[src/rtl/fb_pkg.sv]
// rtl/fb_pkg.sv - shared constants and types for the frame-buffer write scheduler
// Purpose: default frame geometry, default brush edge, scheduler state enum and
// the packed colour record used for the write data path.
package fb_pkg;
  localparam int W_RES   = 640;
  localparam int H_RES   = 480;
  localparam int COORD_W = 11;
  localparam int BRUSH   = 8;

  typedef enum logic [1:0] {
    IDLE  = 2'd0,
    CLEAR = 2'd1,
    STAMP = 2'd2
  } state_t;

  typedef struct packed {
    logic [7:0] r;
    logic [7:0] g;
    logic [7:0] b;
  } rgb_t;
endpackage

[src/rtl/fb_write_sched_if.sv]
// rtl/fb_write_sched_if.sv - request and write-port bundle of the frame-buffer scheduler
// Purpose: groups the clear/stamp request handshakes and the shared buffer write port.
// Ports (master = scheduler side):
//   in : clear_req, clear_rgb, stamp_req, stamp_x, stamp_y, stamp_rgb
//   out: stamp_ack, busy, done, wr_en, wr_x, wr_y, wr_r, wr_g, wr_b
interface fb_write_sched_if #(
  parameter int COORD_W = 11
);
  logic               clear_req;
  logic [23:0]        clear_rgb;
  logic               stamp_req;
  logic [COORD_W-1:0] stamp_x;
  logic [COORD_W-1:0] stamp_y;
  logic [23:0]        stamp_rgb;
  logic               stamp_ack;
  logic               busy;
  logic               done;
  logic               wr_en;
  logic [COORD_W-1:0] wr_x;
  logic [COORD_W-1:0] wr_y;
  logic [7:0]         wr_r;
  logic [7:0]         wr_g;
  logic [7:0]         wr_b;

  modport master (
    input  clear_req, clear_rgb, stamp_req, stamp_x, stamp_y, stamp_rgb,
    output stamp_ack, busy, done, wr_en, wr_x, wr_y, wr_r, wr_g, wr_b
  );

  modport slave (
    output clear_req, clear_rgb, stamp_req, stamp_x, stamp_y, stamp_rgb,
    input  stamp_ack, busy, done, wr_en, wr_x, wr_y, wr_r, wr_g, wr_b
  );
endinterface

[src/rtl/fb_write_sched_rect_sweeper.sv]
// rtl/fb_write_sched_rect_sweeper.sv - raster counter over an axis-aligned rectangle
// Purpose: on start, walks x0..x0+w-1 (fastest) then y0..y0+h-1, one point per cycle.
// Ports:
//   in : clk_i, rst_i (sync, active-high), start_i, x0_i, y0_i, w_i, h_i (w,h >= 1)
//   out: x_o, y_o (current point), valid_o (point is live), last_o (final point)
module rect_sweeper #(
  parameter int COORD_W = 11
) (
  input  logic               clk_i,
  input  logic               rst_i,
  input  logic               start_i,
  input  logic [COORD_W-1:0] x0_i,
  input  logic [COORD_W-1:0] y0_i,
  input  logic [COORD_W-1:0] w_i,
  input  logic [COORD_W-1:0] h_i,
  output logic [COORD_W-1:0] x_o,
  output logic [COORD_W-1:0] y_o,
  output logic               valid_o,
  output logic               last_o
);
  localparam logic [COORD_W-1:0] ONE = COORD_W'(1);

  logic [COORD_W-1:0] x_q, x_d, y_q, y_d;
  logic [COORD_W-1:0] xs_q, xs_d, xe_q, xe_d, ye_q, ye_d;
  logic               valid_q, valid_d;

  // Inclusive end points are stored so the counters stop at the edge and never wrap.
  assign last_o = valid_q && (x_q == xe_q) && (y_q == ye_q);

  always_comb begin
    x_d     = x_q;
    y_d     = y_q;
    xs_d    = xs_q;
    xe_d    = xe_q;
    ye_d    = ye_q;
    valid_d = valid_q;
    if (start_i) begin
      x_d     = x0_i;
      y_d     = y0_i;
      xs_d    = x0_i;
      xe_d    = x0_i + w_i - ONE;
      ye_d    = y0_i + h_i - ONE;
      valid_d = 1'b1;
    end else if (valid_q) begin
      if (last_o) begin
        valid_d = 1'b0;
      end else if (x_q == xe_q) begin
        x_d = xs_q;
        y_d = y_q + ONE;
      end else begin
        x_d = x_q + ONE;
      end
    end
  end

  always_ff @(posedge clk_i) begin
    if (rst_i) begin
      x_q     <= '0;
      y_q     <= '0;
      xs_q    <= '0;
      xe_q    <= '0;
      ye_q    <= '0;
      valid_q <= 1'b0;
    end else begin
      x_q     <= x_d;
      y_q     <= y_d;
      xs_q    <= xs_d;
      xe_q    <= xe_d;
      ye_q    <= ye_d;
      valid_q <= valid_d;
    end
  end

  assign x_o     = x_q;
  assign y_o     = y_q;
  assign valid_o = valid_q;
endmodule

[src/rtl/fb_write_sched.sv]
// rtl/fb_write_sched.sv - single-owner write-port scheduler for the RGB frame buffers
// Purpose: arbitrates full-frame clears (priority) and BRUSHxBRUSH stamps onto one
// write port, one pixel per clock, through a shared rectangle sweeper.
// Ports:
//   CLOCK_50 : system clock
//   reset    : synchronous, active-high
//   bus      : fb_write_sched_if.master (requests in; ack/busy/done and write port out)
module fb_write_sched #(
  parameter int W_RES   = fb_pkg::W_RES,
  parameter int H_RES   = fb_pkg::H_RES,
  parameter int BRUSH   = fb_pkg::BRUSH,
  parameter int COORD_W = fb_pkg::COORD_W
) (
  input  logic               CLOCK_50,
  input  logic               reset,
  fb_write_sched_if.master   bus
);
  import fb_pkg::*;

  localparam logic [COORD_W-1:0] X_MAX  = COORD_W'(W_RES - BRUSH);
  localparam logic [COORD_W-1:0] Y_MAX  = COORD_W'(H_RES - BRUSH);
  localparam logic [COORD_W-1:0] W_FULL = COORD_W'(W_RES);
  localparam logic [COORD_W-1:0] H_FULL = COORD_W'(H_RES);
  localparam logic [COORD_W-1:0] SIDE   = COORD_W'(BRUSH);

  state_t state_q, state_d;
  logic   pend_q, pend_d;
  rgb_t   rgb_q, rgb_d;
  logic   ack_q, ack_d;
  logic   done_q, done_d;

  logic               sw_start;
  logic [COORD_W-1:0] sw_x0, sw_y0, sw_w, sw_h;
  logic [COORD_W-1:0] sw_x, sw_y;
  logic               sw_valid, sw_last;
  logic [COORD_W-1:0] x_cl, y_cl;

  // Keep the whole stamp on screen by pulling the origin back from the far edges.
  assign x_cl = (bus.stamp_x > X_MAX) ? X_MAX : bus.stamp_x;
  assign y_cl = (bus.stamp_y > Y_MAX) ? Y_MAX : bus.stamp_y;

  always_comb begin
    state_d  = state_q;
    pend_d   = pend_q;
    rgb_d    = rgb_q;
    ack_d    = 1'b0;
    done_d   = 1'b0;
    sw_start = 1'b0;
    sw_x0    = '0;
    sw_y0    = '0;
    sw_w     = W_FULL;
    sw_h     = H_FULL;

    // A clear already in progress makes a further clear request redundant.
    if (bus.clear_req && (state_q != CLEAR)) pend_d = 1'b1;

    case (state_q)
      IDLE: begin
        if (bus.clear_req || pend_q) begin
          state_d  = CLEAR;
          pend_d   = 1'b0;
          sw_start = 1'b1;
          rgb_d    = bus.clear_rgb;
        end else if (bus.stamp_req) begin
          state_d  = STAMP;
          sw_start = 1'b1;
          sw_x0    = x_cl;
          sw_y0    = y_cl;
          sw_w     = SIDE;
          sw_h     = SIDE;
          rgb_d    = bus.stamp_rgb;
          ack_d    = 1'b1;
        end
      end
      CLEAR, STAMP: begin
        if (sw_last) begin
          state_d = IDLE;
          done_d  = 1'b1;
        end
      end
      default: state_d = IDLE;
    endcase
  end

  always_ff @(posedge CLOCK_50) begin
    if (reset) begin
      state_q <= IDLE;
      pend_q  <= 1'b0;
      rgb_q   <= '0;
      ack_q   <= 1'b0;
      done_q  <= 1'b0;
    end else begin
      state_q <= state_d;
      pend_q  <= pend_d;
      rgb_q   <= rgb_d;
      ack_q   <= ack_d;
      done_q  <= done_d;
    end
  end

  rect_sweeper #(.COORD_W(COORD_W)) u_sweep (
    .clk_i   (CLOCK_50),
    .rst_i   (reset),
    .start_i (sw_start),
    .x0_i    (sw_x0),
    .y0_i    (sw_y0),
    .w_i     (sw_w),
    .h_i     (sw_h),
    .x_o     (sw_x),
    .y_o     (sw_y),
    .valid_o (sw_valid),
    .last_o  (sw_last)
  );

  assign bus.wr_en     = sw_valid;
  assign bus.busy      = sw_valid;
  assign bus.wr_x      = sw_x;
  assign bus.wr_y      = sw_y;
  assign bus.wr_r      = rgb_q.r;
  assign bus.wr_g      = rgb_q.g;
  assign bus.wr_b      = rgb_q.b;
  assign bus.stamp_ack = ack_q;
  assign bus.done      = done_q;
endmodule

[src/flat_wrapper.sv]
// flat-port wrapper written by rule: the top's interface ports become plain ports
module fb_write_sched_flat import fb_pkg::*;
#(
  parameter int W_RES   = fb_pkg::W_RES,
  parameter int H_RES   = fb_pkg::H_RES,
  parameter int BRUSH   = fb_pkg::BRUSH,
  parameter int COORD_W = fb_pkg::COORD_W
)
  (CLOCK_50, reset, bus_clear_req, bus_clear_rgb, bus_stamp_req, bus_stamp_x, bus_stamp_y, bus_stamp_rgb, bus_stamp_ack, bus_busy, bus_done, bus_wr_en, bus_wr_x, bus_wr_y, bus_wr_r, bus_wr_g, bus_wr_b);
  fb_write_sched_if #(.COORD_W(COORD_W)) bus_i ();
  input  logic CLOCK_50;
  input  logic reset;
  input wire logic [$bits(bus_i.clear_req)-1:0] bus_clear_req;
  input wire logic [$bits(bus_i.clear_rgb)-1:0] bus_clear_rgb;
  input wire logic [$bits(bus_i.stamp_req)-1:0] bus_stamp_req;
  input wire logic [$bits(bus_i.stamp_x)-1:0] bus_stamp_x;
  input wire logic [$bits(bus_i.stamp_y)-1:0] bus_stamp_y;
  input wire logic [$bits(bus_i.stamp_rgb)-1:0] bus_stamp_rgb;
  output wire logic [$bits(bus_i.stamp_ack)-1:0] bus_stamp_ack;
  output wire logic [$bits(bus_i.busy)-1:0] bus_busy;
  output wire logic [$bits(bus_i.done)-1:0] bus_done;
  output wire logic [$bits(bus_i.wr_en)-1:0] bus_wr_en;
  output wire logic [$bits(bus_i.wr_x)-1:0] bus_wr_x;
  output wire logic [$bits(bus_i.wr_y)-1:0] bus_wr_y;
  output wire logic [$bits(bus_i.wr_r)-1:0] bus_wr_r;
  output wire logic [$bits(bus_i.wr_g)-1:0] bus_wr_g;
  output wire logic [$bits(bus_i.wr_b)-1:0] bus_wr_b;
  assign bus_i.clear_req = bus_clear_req;
  assign bus_i.clear_rgb = bus_clear_rgb;
  assign bus_i.stamp_req = bus_stamp_req;
  assign bus_i.stamp_x = bus_stamp_x;
  assign bus_i.stamp_y = bus_stamp_y;
  assign bus_i.stamp_rgb = bus_stamp_rgb;
  assign bus_stamp_ack = bus_i.stamp_ack;
  assign bus_busy = bus_i.busy;
  assign bus_done = bus_i.done;
  assign bus_wr_en = bus_i.wr_en;
  assign bus_wr_x = bus_i.wr_x;
  assign bus_wr_y = bus_i.wr_y;
  assign bus_wr_r = bus_i.wr_r;
  assign bus_wr_g = bus_i.wr_g;
  assign bus_wr_b = bus_i.wr_b;
  fb_write_sched #(.W_RES(W_RES), .H_RES(H_RES), .BRUSH(BRUSH), .COORD_W(COORD_W)) u_core (.CLOCK_50(CLOCK_50), .reset(reset), .bus(bus_i));
endmodule
[config.mk]
export PLATFORM = sky130hd
export DESIGN_NAME = fb_write_sched_flat
export DESIGN_NICKNAME = d
export VERILOG_FILES = /design/src/rtl/fb_pkg.sv /design/src/rtl/fb_write_sched_if.sv /design/src/rtl/fb_write_sched_rect_sweeper.sv /design/src/rtl/fb_write_sched.sv /design/src/flat_wrapper.sv
export SDC_FILE = /design/constraint.sdc
export NUM_CORES = 1
export LEC_CHECK = 0
export ABC_AREA = 1
export BUFFER_PORTS_ARGS = -buffer_cell sky130_fd_sc_hd__buf_2
export CORE_MARGIN = 4
export CORE_UTILIZATION = 40
export CTS_CLUSTER_DIAMETER = 120
export DETAILED_ROUTE_END_ITERATION = 7
export PLACE_DENSITY = 0.73
export SLEW_MARGIN = 0
export SYNTH_ARGS = -nofsm -noshare
export SYNTH_HDL_FRONTEND = slang
export SYNTH_HIERARCHICAL = 1
export SYNTH_SLANG_ARGS = --single-unit
[constraint.sdc]
create_clock -name CLOCK_50 -period 3.09 [get_ports CLOCK_50]
set_clock_uncertainty 0.15 [all_clocks]
set_input_delay 0.309 -clock CLOCK_50 [delete_from_list [all_inputs] [get_ports CLOCK_50]]
set_output_delay 0.309 -clock CLOCK_50 [all_outputs]
set_load 0.02 [all_outputs]
==> summary by stage <==
Synthesis
Yosys printed 6 warnings. The number of unique standard cell types used by synthesis is 39. In this run the mean area of a mapped cell was 6.18 um^2. The sequential element share of the synthesized area is 27.4%. The total standard cell area after synthesis is 6210 um^2. The synthesized instance count is 1004. The count of state elements after synthesis is 85.

Worst hold path
The critical hold path startpoint is bus_stamp_rgb[7]. The tightest min-delay check is of the in -> reg type. The worst hold path stage count is 5. The worst-case hold path end point is u_core/bus.wr_b[7].

Clock network
The clock transition at the registers of the reported paths is 0.07 ns. The clock tree from TritonCTS is yes. The maximum clock path buffer count is 2.

Clock tree synthesis inserted a total of 9 buffers. The cell sitting at the root of the clock tree is a clkbuf_16. The number of hold buffers added after CTS was 0.

Clock latency on the worst-skew pair, taken at its later pin, is 0.34 ns. The number of sinks on the clock net is 85. CTS built an H-tree with a depth of 3.

Worst setup path
The endpoint identified for the worst register-to-register timing path is u_core/u_sweep/xe_q[10]. Data on the critical path is required at its endpoint by 3.17 ns. The startpoint type of the worst setup path is a register. At the worst endpoint, the arrival time is 3.04 ns.

The worst register-to-register path begins at u_core/state_q[0]. The category of the worst setup path capture point is a register. The register-to-register setup slack is 0.13 ns. The worst setup path is of the reg -> reg kind. Measured in cells, the most critical reg-to-reg path has a length of 17. The largest fanout on the critical path is 7.

Timing
The relative slew slack is 55.6%. The final number of max-transition violations is 0. For this run, the top clock speed supported by timing is 338 MHz.

The final critical path takes up 95.8% of the cycle. For the pin with the worst max-slew slack, the measured transition is 0.665 ns. The post-layout worst setup margin is 0.130 ns. The number of failing hold endpoints at the final stage came to 0. Setup violations remaining at the end of the flow were counted as 0. The smallest clock period supported by the final layout is computed as 2.96 ns.

GRT
The number of global-route vias before repair is 5885. Entering global routing, the biggest net connects 71 pins. The number of antenna violations at the first check in global routing is 0. The wire length of the first global-routing pass is 27300 um. The total routing usage reported by global routing is 18.5%. The sum of overflow across all layers after global routing is 0.

Routing
The first detailed-routing pass ran for 5 iterations. In the routed layout, each cell is associated on average with a via count of 4.82. The number of DRC violations after detailed-routing iteration 0 is 395. The total number of vias is 6481. The post-route antenna net violation count is 0. The average routed wire per standard cell is 12.5 um. The routed design has 16900 um of wire.

For this run, design rule violations remaining after detail routing come to 0.

Die
The floorplan has 45 rows. The die span in x is 133 um. The number of top-level pins is 124. The die area is 17600 um^2.

The core area is 15200 um^2. In this run the vertical extent of the chip is 133 um. For this configuration, the core starts out at a cell density of 40.8%.

Cells and area
Of the cells placed in the final design, the portion with a size suffix greater than 1 is 19.6%. After the last flow step, the layout net total stands at 1271. 0 antenna diodes ended up in the layout. The synthesis-to-layout area growth is 23.6%.

Power and ir drop
The power density over the cells is 577 nW/um^2. The peak supply drop is 273 uV. Summing internal, switching and leakage power gives 4430 uW. Summed over all cells, the static leakage comes to 0.00402 uW.

Placed design
The number of buffers added on ports is 123. The worst setup timing slack at the placement stage is -0.0537 ns. The HPWL after detailed placement is 12200 um. At the end of routability-driven placement, the weighted congestion stood at 0.861.

Outcome
The run finished with clean final reports.

Flow run
The count of maximum capacitance violations is 0.
critical path, cell delays in order (launching register included):
cell and delay (ns):
dfxtp_2 0.34, inv_2 0.07, ha_4 0.14, nand3_4 0.17, buf_12 0.21, nor4_4 0.26, inv_1 0.08, ha_1 0.29
inv_1 0.10, ha_4 0.22, a21oi_2 0.15, o21bai_1 0.07, a21oi_1 0.13, nand3_1 0.12, nand2_1 0.09, nand2_1 0.04
o21ai_0 0.15, inv_1 0.05
placed cells by master, fill, tap and decap left out, types with 4 or more instances in the layout:
master / Yosys / layout
nor2_1: 79 / 75
ha_1: 42 / 36
nand4_1: 5 / 5
nand3b_1: 6 / 6
buf_2: 6 / 123
xnor2_1: 16 / 16
dfxtp_1: 85 / 84
a21oi_2: 1 / 7
nor2_2: 3 / 7
xor2_1: 21 / 21
clkbuf_16: 0 / 10
o21ai_2: 1 / 4
nor3_1: 9 / 7
nand2_2: 5 / 6
inv_1: 161 / 158
conb_1: 1 / 19
ha_4: 0 / 4
inv_2: 6 / 8
buf_4: 5 / 28
o21ai_0: 40 / 35
nand2_1: 328 / 327
a21oi_1: 83 / 77
nand3_1: 54 / 52
final cells by class:
cell class	instances	area [um^2]
well taps	188	235
clock buffers	10	229
clock inverters	5	62.6
repair buffers	155	911
fillers	1551	7530
repair inverters	1	6.26
inverters	168	638
multi-input cells	733	3890
flip-flops and latches	85	1700
state kept, by name (all words and copies together) (netlist names):
name                    count
u_core/state_q              2
u_core/u_sweep/valid_o      1
u_core/bus.wr_b             8
u_core/u_sweep/ye_q        11
u_core/bus.wr_r             8
u_core/bus.wr_g             8
u_core/u_sweep/y_o         11
u_core/pend_q               1
u_core/bus.done             1
u_core/u_sweep/xs_q        11
u_core/u_sweep/x_o         11
u_core/u_sweep/xe_q        11
u_core/bus.stamp_ack        1
synth_stat cells (all sizes together):
| cell type | n | share of area (%) |
|---|---|---|
| or2 | 2 | 0.20 |
| nor2 | 84 | 5.4 |
| nand2 | 334 | 21 |
| nand4 | 5 | 0.50 |
| inv | 167 | 10 |
| nand3 | 57 | 5.0 |
| a21boi | 1 | 0.12 |
| clkinv | 1 | 0.060 |
| fa | 2 | 0.64 |
| xnor2 | 16 | 2.3 |
| a21o | 2 | 0.24 |
| ha | 42 | 8.5 |
| clkbuf | 15 | 0.91 |
| o21ai | 41 | 3.4 |
| o21bai | 2 | 0.24 |
| a211oi | 1 | 0.12 |
| and2 | 1 | 0.10 |
| nand3b | 6 | 0.73 |
| buf | 21 | 2.4 |
| o211ai | 1 | 0.12 |
| nor3 | 11 | 1.0 |
| a21oi | 84 | 6.8 |
| dfxtp | 85 | 27 |
| conb | 1 | 0.060 |
| nor4 | 1 | 0.20 |
| xor2 | 21 | 3.0 |
worst max-delay path by stage:
stage	startpoint	to	slack, ns	depth (start not counted)
after global routing	u_core/state_q[0]	u_core/u_sweep/xe_q[10]	-0.03	17
final	u_core/state_q[0]	u_core/u_sweep/xe_q[10]	0.13	17
after floorplan	u_core/state_q[1]	u_core/u_sweep/ye_q[9]	0.04	22
after CTS	u_core/state_q[0]	u_core/u_sweep/xe_q[9]	0.04	21
after detailed placement	bus_stamp_x[7]	u_core/u_sweep/xe_q[9]	-0.05	23
after global placement	u_core/state_q[1]	u_core/u_sweep/xe_q[10]	0.02	17
logic make-up after synthesis:
kind of cell	share of synthesized area, %
AND/OR/NAND/NOR	33.7
adder cells (fa/ha/maj)	9.11
AO/OA/AOI/OAI	11.0
flip-flops	27.4
other	0.0604
XOR/XNOR	5.22
buffers and inverters	13.5
layer usage:
metal	GRT usage, %	vias up	share of wire [%]
met4	6.18	0	2.0
met2	31.2	185	46
li1	-	3381	-
met3	3.84	24	5.8
met1	23.5	2891	46
met5	0	-	0
timing repair:
item,4_1_cts,5_1_grt
buffers inserted,0,5
pin swaps,1,10
cloned,0,2
resized for setup,3,42
endpoints found under the setup margin,4,12
per-stage QoR:
step / std cells / hold slack (ns) / utilization, % / cell area, um^2 / TNS, ns
floorplan: 1022 / 0.288 / - / 6280 / 0
global placement: 1323 / 0.300 / 47.0 / 7140 / 0
detailed placement: 1323 / 0.302 / 47.0 / 7140 / -0.114
CTS: 1338 / 0.142 / 49.0 / 7450 / 0
global route: 1345 / 0.169 / 50.5 / 7670 / -0.0822
finish: 1345 / 0.159 / 50.5 / 7670 / 0
report_power, final:
part           leakage, uW  switching (uW)  total [uW]  internal, uW
clock             0.000135             452        1080           625
combinational      0.00319            1210        1930           724
sequential        0.000699             144        1420          1270
total              0.00402            1800        4430          2620
Power figures use the tool's default switching activity.
